## src/rtl/uart_rx_fifo.sv

```systemverilog
// uart_rx_fifo: 16x oversampling 8N1 UART receiver feeding a byte FIFO,
// read through a 16-bit data/status register port with an activity LED.
`timescale 1ns/1ps
module uart_rx_fifo #(
    parameter int CLK_FREQ = 50_000_000,
    parameter int BAUD     = 115200,
    parameter int DEPTH    = 8,
    parameter int LED_HOLD = 2_500_000
) (
    input  logic        sys_clk_i,
    input  logic        sys_rst_i,
    input  logic        uart_rx,
    input  logic        cs,
    input  logic        rd,
    input  logic [1:0]  addr,
    output logic [15:0] d_out,
    output logic        rx_avail,
    output logic        rx_led
);
    localparam int DIV = CLK_FREQ / (BAUD * 16);
    localparam int DW  = (DIV > 1) ? $clog2(DIV) : 1;
    localparam int AW  = $clog2(DEPTH);
    localparam int LW  = $clog2(LED_HOLD + 1);

    typedef enum logic [1:0] {IDLE, START, DATA, STOP} state_t;

    state_t          r_state, w_next;
    logic [1:0]      r_sync;
    logic            r_armed;
    logic [DW-1:0]   r_div;
    logic [3:0]      r_samp;
    logic [1:0]      r_votes;
    logic [2:0]      r_bits;
    logic [7:0]      r_shift;
    logic [AW:0]     r_wptr, r_rptr;
    logic [7:0]      r_mem [DEPTH];
    logic            r_ferr, r_ovr;
    logic [LW-1:0]   r_led_cnt;

    logic w_rx, w_tick, w_mid, w_maj;
    logic w_enter, w_shift, w_push, w_ferr_set;
    logic w_full, w_empty, w_rd, w_pop, w_stat, w_wr, w_ovr_set;
    logic [7:0]  w_head;
    logic [15:0] w_status;

    assign w_rx   = r_sync[1];
    assign w_tick = (r_div == DW'(DIV - 1));
    assign w_mid  = w_tick && (r_samp == 4'd8);
    // r_votes holds samples 7 and 8; the live line is sample 9
    assign w_maj  = (r_votes[1] & r_votes[0]) | (r_votes[1] & w_rx) | (r_votes[0] & w_rx);

    always_ff @(posedge sys_clk_i or posedge sys_rst_i) begin
        if (sys_rst_i) r_sync <= 2'b11;
        else r_sync <= {r_sync[0], uart_rx};
    end

    always_ff @(posedge sys_clk_i or posedge sys_rst_i) begin
        if (sys_rst_i) r_state <= IDLE;
        else r_state <= w_next;
    end

    always_comb begin
        w_next     = r_state;
        w_enter    = 1'b0;
        w_shift    = 1'b0;
        w_push     = 1'b0;
        w_ferr_set = 1'b0;
        case (r_state)
            IDLE: if (r_armed && !w_rx) begin
                w_next  = START;
                w_enter = 1'b1;
            end
            START: if (w_mid) w_next = w_maj ? IDLE : DATA;
            DATA: if (w_mid) begin
                w_shift = 1'b1;
                if (r_bits == 3'd7) w_next = STOP;
            end
            STOP: if (w_mid) begin
                w_next     = IDLE;
                w_push     = w_maj;
                w_ferr_set = !w_maj;
            end
            default: w_next = IDLE;
        endcase
    end

    always_ff @(posedge sys_clk_i or posedge sys_rst_i) begin
        if (sys_rst_i) begin
            r_armed <= 1'b0;
            r_div   <= '0;
            r_samp  <= '0;
            r_votes <= '0;
            r_bits  <= '0;
            r_shift <= '0;
        end else begin
            if (w_ferr_set) r_armed <= 1'b0;
            else if (r_state == IDLE && w_rx) r_armed <= 1'b1;
            r_div <= (w_enter || w_tick) ? '0 : r_div + 1'b1;
            if (w_enter) r_samp <= '0;
            else if (w_tick) r_samp <= r_samp + 1'b1;
            if (w_tick && (r_samp == 4'd6 || r_samp == 4'd7)) r_votes <= {r_votes[0], w_rx};
            if (w_enter) r_bits <= '0;
            else if (w_shift) r_bits <= r_bits + 1'b1;
            if (w_shift) r_shift <= {w_maj, r_shift[7:1]};
        end
    end

    assign w_empty   = (r_wptr == r_rptr);
    assign w_full    = (r_wptr[AW] != r_rptr[AW]) && (r_wptr[AW-1:0] == r_rptr[AW-1:0]);
    assign w_rd      = cs & rd;
    assign w_pop     = w_rd && (addr == 2'd0) && !w_empty;
    assign w_stat    = w_rd && (addr == 2'd1);
    // a pop on the push cycle frees the slot, so a full FIFO still takes the byte
    assign w_wr      = w_push && (!w_full || w_pop);
    assign w_ovr_set = w_push && w_full && !w_pop;
    assign w_head    = r_mem[r_rptr[AW-1:0]];
    assign w_status  = {12'h000, r_ferr, r_ovr, w_full, rx_avail};
    assign rx_avail  = !w_empty;
    assign rx_led    = (r_led_cnt != '0);

    always_ff @(posedge sys_clk_i) begin
        if (w_wr) r_mem[r_wptr[AW-1:0]] <= r_shift;
    end

    always_ff @(posedge sys_clk_i or posedge sys_rst_i) begin
        if (sys_rst_i) begin
            r_wptr    <= '0;
            r_rptr    <= '0;
            r_ferr    <= 1'b0;
            r_ovr     <= 1'b0;
            d_out     <= '0;
            r_led_cnt <= '0;
        end else begin
            if (w_wr) r_wptr <= r_wptr + 1'b1;
            if (w_pop) r_rptr <= r_rptr + 1'b1;
            r_ferr <= w_ferr_set | (r_ferr & !w_stat);
            r_ovr  <= w_ovr_set | (r_ovr & !w_stat);
            if (w_rd) d_out <= (addr == 2'd0) ? (w_empty ? 16'h0000 : {8'h00, w_head})
                             : (addr == 2'd1) ? w_status : 16'h0000;
            if (w_wr) r_led_cnt <= LW'(LED_HOLD);
            else if (rx_led) r_led_cnt <= r_led_cnt - 1'b1;
        end
    end
endmodule

```

## config.mk

```make
export PLATFORM = sky130hd
export DESIGN_NAME = uart_rx_fifo
export DESIGN_NICKNAME = d
export VERILOG_FILES = /design/src/rtl/uart_rx_fifo.sv
export SDC_FILE = /design/constraint.sdc
export NUM_CORES = 1
export LEC_CHECK = 0
export ABC_AREA = 1
export BUFFER_PORTS_ARGS = -buffer_cell sky130_fd_sc_hd__buf_2
export CAP_MARGIN = 10
export CORE_ASPECT_RATIO = 0.8
export CORE_MARGIN = 3
export CORE_UTILIZATION = 55
export DETAILED_ROUTE_END_ITERATION = 10
export GPL_ROUTABILITY_DRIVEN = 0
export HOLD_SLACK_MARGIN = 0.08
export PLACE_DENSITY = 0.81
export SLEW_MARGIN = 20
export SYNTH_ARGS = -nofsm -noshare
export SYNTH_HDL_FRONTEND = slang
export SYNTH_SLANG_ARGS = --single-unit
```

## constraint.sdc

```tcl
create_clock -name sys_clk_i -period 3.27 [get_ports sys_clk_i]
set_input_delay 0.4905 -clock sys_clk_i [delete_from_list [all_inputs] [get_ports sys_clk_i]]
set_output_delay 0.4905 -clock sys_clk_i [all_outputs]
set_load 0.1 [all_outputs]
```

==> summary.txt, run 1 <==
DRC -> 0
Worst relative slew slack -> 54.6%
Antenna cells -> 0
Average cell area after synthesis -> 9.19 µm²
Rows -> 33
Final Hold Viols -> 0
Reg clk slew, reported paths -> 60 ps
Die area -> 0.0124 mm²
Static leakage -> 3.27 nW
Layout area overhead -> 13.1%
CP Buf/Inv Count -> 3
WL final -> 13400 µm
First-pass GRT wire length -> 21600 µm
PD cells -> 745 mW/mm²
HPWL Detailed -> 8870 µm
Total CTS buffers -> 17
CP peak stage delay -> 740 ps
Horiz. Die Dim -> 124 µm
Number of global-route vias before repair -> 4429
Port Buf Inserts -> 16
Max-slew violations -> 0
Post-synth top flop -> dfrtp_1
Initial DRC count -> 427
RSZ-0062 raised after global routing -> false
CTS H-tree lvls -> 4
Vias -> 4698
WP data required -> 2780 ps
Endpoints failing setup -> 0
Largest net degree at the start of global routing -> 34
CP max FO -> 19
Synth area leaders -> edfxtp_1, dfrtp_1, nand2_1
Hold Buf Count CTS -> 0
CORE AREA -> 0.0105 mm²
Routed WL per cell -> 16.0 µm
Clk_skew -> 8.73 ps
Fillers -> 778
Async set or reset register ratio after synthesis -> 51.1%
Fin crit share -> 87.0%
Starting Density -> 58.0%
Via density -> 5.60
Post-synthesis sequential area ratio -> 59.0%
Post-Route Setup TNS -> 0 ps
Tightest Pin Transition -> 679 ps
Clk_lat worst skew -> 420 ps
GRT overflow -> 0
Post-Synthesis Cells -> 664
F_max -> 351 MHz
CTS sink cnt -> 131
Hold Path Class -> in -> async
Root buf cell -> clkbuf_16
Fraction of layout cells with a size suffix above 1 -> 10.2%
CP delay by family, top -> flip-flops
Worst setup SP type -> register
Post-synth top area share -> 31.5%
Ys Warns -> 0
Min Tclk post-route -> 2850 ps
Post-synth EDFFs -> 64
Post-CTS sizing -> 0
CP most frequent cell -> nand2_1
Worst Setup Path Type -> reg -> out
Largest area contributor in the netlist -> edfxtp_1
Io pins -> 25
Max VDD drop -> 0.000396 V
Post-synth design cell area -> 0.00610 mm²
Distinct cells, synth -> 41
Worst path cell trace -> inv_2, nand2_1, nand2_1, inv_1, nand2_1, nor2_1, nand2_1, buf_2
Total power -> 5.15 mW
Total global-route track usage -> 23.0%
Max-cap violations -> 0
R2R setup slack -> 490 ps
Synth Register Bits -> 131
Height of the die -> 100 µm
CTS tree -> built
Drt pass-1 iters -> 5
Max Root-Sink Buffers -> 2
CP max-delay cell -> dfrtp_1
Initial antenna violation count -> 0
Post-DRT Antenna Nets -> 0
Nets -> 703
Status -> finished, final reports clean
Setup bufs post-CTS -> 0
CP Data Arrival Time -> 2360 ps
Worst setup EP type -> output pin
==> flip-flops by register name, indices dropped and copies added (netlist names), named ones only <==
| register | cells |
|---|---|
| r_wptr | 4 |
| r_shift | 8 |
| r_led_cnt | 22 |
| r_votes | 2 |
| r_sync | 2 |
| r_div | 5 |
| r_state | 1 |
| r_ovr | 1 |
| r_rptr | 4 |
| r_ferr | 1 |
| r_mem | 64 |
| r_bits | 3 |
| r_armed | 1 |
| d_out | 8 |
| r_samp | 4 |
==> power by group <==
part | total (mW) | switching [mW] | internal, mW
logic | 1.18 | 0.863 | 0.317
registers | 1.95 | 0.147 | 1.81
clock network | 2.01 | 0.730 | 1.28
total | 5.15 | 1.74 | 3.41
==> final timing paths <==
check | depth (start not counted) | to | start
min reg2reg | 0 | r_sync[1] | r_sync[0]
max reg2reg | 10 | r_mem[5][3] | r_div[0]
min in group sys_clk_i | 1 | r_sync[0] | uart_rx
max | 8 | rx_avail | r_rptr[1]
max in group asynchronous | 3 | d_out[1] | sys_rst_i
min | 2 | r_samp[2] | sys_rst_i
==> layout by cell type (no fill, tap or decap), drive strengths merged, types with 13 or more instances in the layout <==
| master | n |
|---|---|
| nand2 | 185 |
| nor2 | 99 |
| dfrtp | 65 |
| inv | 65 |
| edfxtp | 64 |
| o21ai | 53 |
| nand3 | 40 |
| buf | 21 |
| clkbuf | 17 |
| nand4 | 13 |
==> routing by layer <==
layer / global-route usage [%] / up-vias / wire length, µm
li1: - / 2208 / -
met1: 30.9 / 2225 / 5520
met2: 35.0 / 248 / 6170
met3: 8.06 / 17 / 1500
met4: 8.17 / 0 / 209
met5: 0 / - / 0
==> stage by stage <==
stage	cell area, µm²	setup slack (ps)	cells	hold WS, ps	utilization, %
finish	6900	424	839	106	65.6
global route	6900	271	839	145	65.6
CTS	6900	477	839	114	65.6
detailed placement	6280	561	807	347	59.6
global placement	6280	707	807	352	59.6
floorplan	6130	1080	671	345	-
==> cells by family (layout without fill, tap and decap cells) <==
| group | after synthesis | after routing | share of synthesized area (%) |
|---|---|---|---|
| AND/OR/NAND/NOR | 349 | 349 | 24.2 |
| adder cells (fa/ha/maj) | 10 | 10 | 2.05 |
| AO/OA/AOI/OAI | 71 | 71 | 6.27 |
| other | 1 | 8 | 0.0615 |
| XOR/XNOR | 13 | 13 | 1.87 |
| buffers and inverters | 88 | 116 | 6.34 |
| multiplexers | 1 | 1 | 0.164 |
| flip-flops | 131 | 131 | 59.0 |
==> cell type report <==
class / instances / area, µm² / share of cell area [%]
Sequential cell: 131 / 3600 / 52.2
Multi-Input combinational cell: 452 / 2140 / 31.0
Clock buffer: 17 / 425 / 6.16
Inverter: 63 / 241 / 3.50
Clock inverter: 15 / 201 / 2.92
Tap cell: 140 / 175 / 2.54
Timing Repair Buffer: 21 / 118 / 1.70
==> worst reg2reg max path, stage by stage (launching register included) <==
cell	delay, ps
dfrtp_1	410
inv_1	80
ha_1	150
nand2_1	90
nor3_4	320
nand3_2	200
nor2_4	180
nand2_4	220
inv_6	160
nand2_2	90
nor2_1	530
==> cells in the mapped netlist, types with 2 or more instances <==
cell type,instances
inv_2,3
a21oi_1,5
nand2_1,181
o22ai_1,8
nand2_2,2
dfstp_2,2
clkinv_1,3
and2_1,2
buf_4,8
buf_2,5
dfrtp_1,65
inv_1,56
nand3_2,3
nand2_4,2
nand3_1,37
nand3b_1,2
nor2_1,97
a21o_1,2
ha_1,10
o21ai_0,51
clkbuf_1,9
xnor2_1,7
edfxtp_1,64
nand4_1,12
nor3_1,6
xor2_1,6
buf_6,2
Note: power is estimated with default switching activity, not from simulation.
==> run 2: changes to the inputs <==
ABC_AREA = not set   (was 1)
CORE_ASPECT_RATIO = 2   (was 0.8)
==> run 2 against run 1 <==
  * Cell count shrank 29%
  * Count of clock-buffer cells in the layout is 1 higher
  * Critical endpoint is now rx_led
  * Total power fell by 12%
  * Cell area decreased by 5.7%
  * Largest cell class unchanged
  * Global-route usage is 0.30 points lower
  * Sequential cell count unchanged
  * First-iteration DRC count shrank 31%
  * Die area fell by 6.2%
  * Via count decreased by 24%
==> summary.txt, run 2 <==
Routed WL per cell -> 20.7 µm
Post-Route Setup TNS -> 0 ps
Async set or reset register ratio after synthesis -> 51.1%
Total global-route track usage -> 22.8%
Worst setup EP type -> output pin
Global routing usage on met3 -> 5.12%
Cell Count, Final, Fillers Out -> 593
Tightest Pin Transition -> 925 ps
Max-cap violations -> 0
Fraction of layout cells with a size suffix above 1 -> 21.0%
Max-slew violations -> 0
Min Tclk post-route -> 2900 ps
Largest area contributor in the netlist -> edfxtp_1
Post-synth design cell area -> 0.00567 mm²
Min Hold Slack -> 174 ps
Inst Count DP -> 561
Post-synth EDFFs -> 64
Starting Density -> 57.3%
WP data required -> 2780 ps
Met1 track demand over resource -> 21.9%
Static leakage -> 2.62 nW
Setup bufs post-CTS -> 0
Max reg flops -> 64
CTS H-tree lvls -> 4
Io pins -> 25
Average cell area after synthesis -> 13.7 µm²
CTS sink cnt -> 131
Die area -> 0.0116 mm²
Endpoints failing setup -> 0
F_max -> 345 MHz
Height of the die -> 150 µm
Port Buf Inserts -> 16
Setup WS pre-CTS -> 690 ps
Via density -> 6.00
Final Hold Viols -> 0
Horiz. Die Dim -> 77.8 µm
Max Root-Sink Buffers -> 2
Busiest grt layer -> met2
Commonest non-fill, non-tap cell in the layout -> dfrtp_1
Ys Warns -> 0
Distinct cells, synth -> 53
Root buf cell -> clkbuf_16
Hold Path Class -> in -> reg
Hold Buf Count CTS -> 0
Largest net degree at the start of global routing -> 43
DRC -> 0
Layout area overhead -> 14.9%
Most frequent cells in the layout -> dfrtp_1, edfxtp_1, nand2_1, nor2_1
Nets -> 465
Post-synthesis sequential area ratio -> 63.5%
CORE AREA -> 0.00989 mm²
WL final -> 12200 µm
GRT overflow -> 0
RSZ-0062 raised after global routing -> false
Number of global-route vias before repair -> 3731
Drt pass-1 iters -> 7
Initial antenna violation count -> 0
CP Data Arrival Time -> 2410 ps
Reg area -> 0.00360 mm²
Clk_lat worst skew -> 410 ps
Max VDD drop -> 0.000393 V
Total CTS buffers -> 17
HPWL Detailed -> 7710 µm
Worst relative slew slack -> 38.1%
Post-CTS sizing -> 0
Rows -> 51
Initial DRC count -> 293
Final core utilization -> 65.8%
Count leader, synth -> dfrtp_1
Synth area leaders -> edfxtp_1, dfrtp_1, mux4_2
Post-DRT Antenna Nets -> 0
Vias -> 3558
PD cells -> 695 mW/mm²
Reg clk slew, reported paths -> 60 ps
Fillers -> 698
Post-synth top flop -> dfrtp_1
Post-Synthesis Cells -> 413
CP max FO -> 11
Fin crit share -> 88.7%
Status -> finished, final reports clean
Footprint of the multi-input gates -> 0.00193 mm²
CTS tree -> built
Post-synth top area share -> 33.9%
Commonest cells post-synth -> dfrtp_1, edfxtp_1, nand2_1
Worst Setup Path Type -> reg -> out
Clk_skew -> 5.96 ps
First-pass GRT wire length -> 19500 µm
Synth Register Bits -> 131
Antenna cells -> 0
Final worst slack -> 370 ps
GR Util met2 -> 43.5%
Worst setup SP type -> register
[run 2: cell count changes after synthesis, moves of 8 or more]
cell	previous run	this run
nand2_1	181	33
nor2_1	97	30
inv_1	56	10
o21ai_0	51	14
nand3_1	37	14
mux4_2	0	16
mux2_2	0	11
a21oi_1	5	13
nand4_1	12	4
o22ai_1	8	0
[run 2: worst max-delay path: stages, from the launching register on]
cell and delay, ps:
dfrtp_1 410, inv_1 70, ha_1 190, or4b_4 510
nor2_1 200, nand3_1 110, buf_4 200, buf_2 300
[run 2: per-layer routing]
metal / vias to the layer above / wire, µm / part of all wire, %
met1: 1811 / 4120 / 34
met3: 38 / 470 / 3.8
met2: 117 / 7160 / 58
met4: 0 / 495 / 4.0
met5: - / 0 / 0
li1: 1592 / - / -
[run 2: cells by family after synthesis]
family,share of synthesized area [%]
compound gates,5.26
xor+xnor,4.02
fa+ha+maj,2.38
buf+inv,2.85
flops,63.5
mux,9.96
other cells,0.0662
simple gates,11.9
[run 2: area by class of cell]
type / count / share of cell area [%]
tap: 132 / 2.54
sequential: 131 / 55.3
clock buffer: 18 / 6.59
inverter: 10 / 0.577
timing repair buffer: 33 / 3.19
clock inverter: 14 / 2.13
multi-input combinational: 255 / 29.7
[run 2: worst paths after layout]
path                                    from            to  slack [ps]  cells past startpoint
max in group asynchronous          sys_rst_i    r_shift[3]        2250                      3
worst max-delay path            r_led_cnt[0]        rx_led         370                      7
worst min-delay path                 uart_rx     r_sync[0]         170                      1
min in group asynchronous          sys_rst_i  r_led_cnt[1]         270                      2
worst min register to register     r_sync[0]     r_sync[1]         360                      0
worst max register to register      r_div[0]   r_mem[7][4]         640                      6
[run 2: metrics by stage]
step                      instance area, µm²  power [mW]
after floorplan                         5690        2.57
after global placement                  5940        2.69
after detailed placement                5940        2.74
after CTS                               6510        4.55
after global routing                    6510        4.70
final                                   6510        4.52
[run 2: where the power goes]
| part | internal [mW] | switching (mW) |
|---|---|---|
| combinational | 0.309 | 0.501 |
| sequential | 1.80 | 0.113 |
| clock | 1.11 | 0.686 |
==> run 3: changes to the inputs <==
==> constraint.sdc (replaced) <==
create_clock -name sys_clk_i -period 3.27 [get_ports sys_clk_i]
set_input_delay 0.654 -clock sys_clk_i [delete_from_list [all_inputs] [get_ports sys_clk_i]]
set_output_delay 0.654 -clock sys_clk_i [all_outputs]
set_load 0.1 [all_outputs]
==> run 3 against run 2 <==
  * Global-route usage decreased by 1.3 points
  * Sequential cell count unchanged
  * Count of clock-buffer cells in the layout increased by 3
  * Critical path type unchanged
  * Largest cell class unchanged
==> summary.txt, run 3 (same netlist as run 2, synthesis figures left out) <==
Port Buf Inserts -> 16
RSZ-0062 raised after global routing -> false
Pint -> 3.40 mW
Horiz. Die Dim -> 77.8 µm
Worst Setup Path Type -> reg -> out
FF-to-FF Start -> r_div[0]
Routed WL per cell -> 19.1 µm
Worst path cell trace -> or4_1, nor3_1, nand3_1, buf_2
Rows -> 51
Worst setup SP type -> register
Min Tclk post-route -> 2950 ps
Setup WS pre-CTS -> 528 ps
CTS H-tree lvls -> 4
GRT overflow -> 0
Max Root-Sink Buffers -> 2
Clk_skew -> 11.0 ps
Hold EP -> r_sync[0]
Power share of the combinational group -> 17.9%
WL final -> 11400 µm
Max VDD drop -> 0.000406 V
Hold_sp -> uart_rx
Max-cap violations -> 0
Tightest Pin Transition -> 791 ps
First-pass GRT wire length -> 18700 µm
Fin crit share -> 90.3%
Number of global-route vias before repair -> 3724
Root buf cell -> clkbuf_16
Vias -> 3515
Drt pass-1 iters -> 5
Post-DRT Antenna Nets -> 0
Sequential share of power -> 40.5%
Hold Path Class -> in -> reg
Status -> finished, final reports clean
Layout area overhead -> 16.1%
Hold path cells -> 1
Reg clk slew, reported paths -> 60 ps
CP peak stage delay -> 620 ps
Height of the die -> 150 µm
Net Sw Power -> 1.25 mW
Max-slew violations -> 0
Post-CTS sizing -> 0
PD cells -> 707 mW/mm²
CP Data Arrival Time -> 2300 ps
Worst relative slew slack -> 47.0%
CORE AREA -> 0.00989 mm²
Clk_lat worst skew -> 410 ps
Die area -> 0.0116 mm²
Most frequent cells in the layout -> dfrtp_1, edfxtp_1, nand2_1, nor2_1, buf_4
Reg area -> 0.00360 mm²
WP data required -> 2620 ps
Antenna cells -> 0
Endpoints failing setup -> 0
Starting Density -> 57.3%
Static leakage -> 2.67 nW
F_max -> 338 MHz
R2R setup slack -> 480 ps
Io pins -> 25
Setup bufs post-CTS -> 0
Commonest non-fill, non-tap cell in the layout -> dfrtp_1
HPWL Detailed -> 7730 µm
Hold Buf Count CTS -> 0
DRC -> 0
CP max FO -> 6
Max reg flops -> 64
Total CTS buffers -> 17
Final Hold Viols -> 0
Worst r2r dst -> r_mem[3][6]
Initial DRC count -> 242
Initial antenna violation count -> 0
Largest net degree at the start of global routing -> 37
Worst setup EP type -> output pin
CTS tree -> built
Nets -> 467
CP max-delay cell -> or4_1
Fillers -> 679
CTS sink cnt -> 131
Footprint of the multi-input gates -> 0.00193 mm²
Final worst slack -> 316 ps
Clock power frac -> 41.7%
Total global-route track usage -> 21.5%
R2R cell count -> 8
Via density -> 5.91
Fraction of layout cells with a size suffix above 1 -> 21.4%
Net Sw Frac -> 26.9%
Post-Route Setup TNS -> 0 ps
## run 3: cell types whose count changed in the layout (fill, tap and decap cells not counted), sizes merged
cell / change
buf: +2
clkinvlp: -2
clkbuf: +3
inv: -1
bufinv: +2
clkinv: -2
## run 3: power by group through the flow
stage               combinational (mW)  sequential, mW  clock [mW]
CTS                              0.839            1.88        1.97
global route                     0.890            1.89        2.05
finish                           0.831            1.88        1.94
global placement                 0.800            1.90           0
floorplan                        0.606            1.96           0
detailed placement               0.831            1.91           0
## run 3: metal layers
layer,GRT usage [%],wire length (µm),vias up,share of wire (%)
met5,0,0,-,0
met2,41.0,6850,103,60
met3,5.72,406,14,3.6
met4,8.29,161,0,1.4
li1,-,-,1604,-
met1,21.6,3950,1794,35
## run 3: worst max-delay path, delay by kind of cell (launching register included)
| kind | cells | cell delay (ps) |
|---|---|---|
| AND/OR/NAND/NOR | 3 | 1160 |
| flip-flops | 1 | 400 |
| buffers and inverters | 1 | 340 |
## run 3: worst max-delay path by stage
| stage | startpoint | endpoint | slack [ps] | depth (start not counted) |
|---|---|---|---|---|
| 6_report | r_led_cnt[19] | rx_led | 320 | 4 |
| 3_5_place_dp | r_div[0] | r_mem[3][4] | 530 | 8 |
| 4_1_cts | r_led_cnt[19] | rx_led | 290 | 4 |
| 3_3_place_gp | r_div[0] | r_mem[3][4] | 680 | 8 |
| 5_1_grt | r_led_cnt[19] | rx_led | 200 | 4 |
| 2_1_floorplan | cs | r_mem[2][0] | 400 | 4 |
## run 3: final cells by class
cell class	count	area share, %
repair buffers	35	3.57
flip-flops and latches	131	54.7
inverters	10	0.570
clock inverters	11	2.43
clock buffers	21	6.85
multi-input cells	255	29.3
well taps	132	2.51
## run 3: per-stage QoR
step | area, µm² | total power [mW] | utilization, % | hold WS, ps | instances
floorplan | 5690 | 2.57 | - | 345 | 420
global placement | 5970 | 2.70 | 60.4 | 347 | 563
detailed placement | 5970 | 2.74 | 60.4 | 347 | 563
CTS | 6580 | 4.68 | 66.5 | 318 | 595
global route | 6580 | 4.83 | 66.5 | 316 | 595
finish | 6580 | 4.65 | 66.5 | 338 | 595
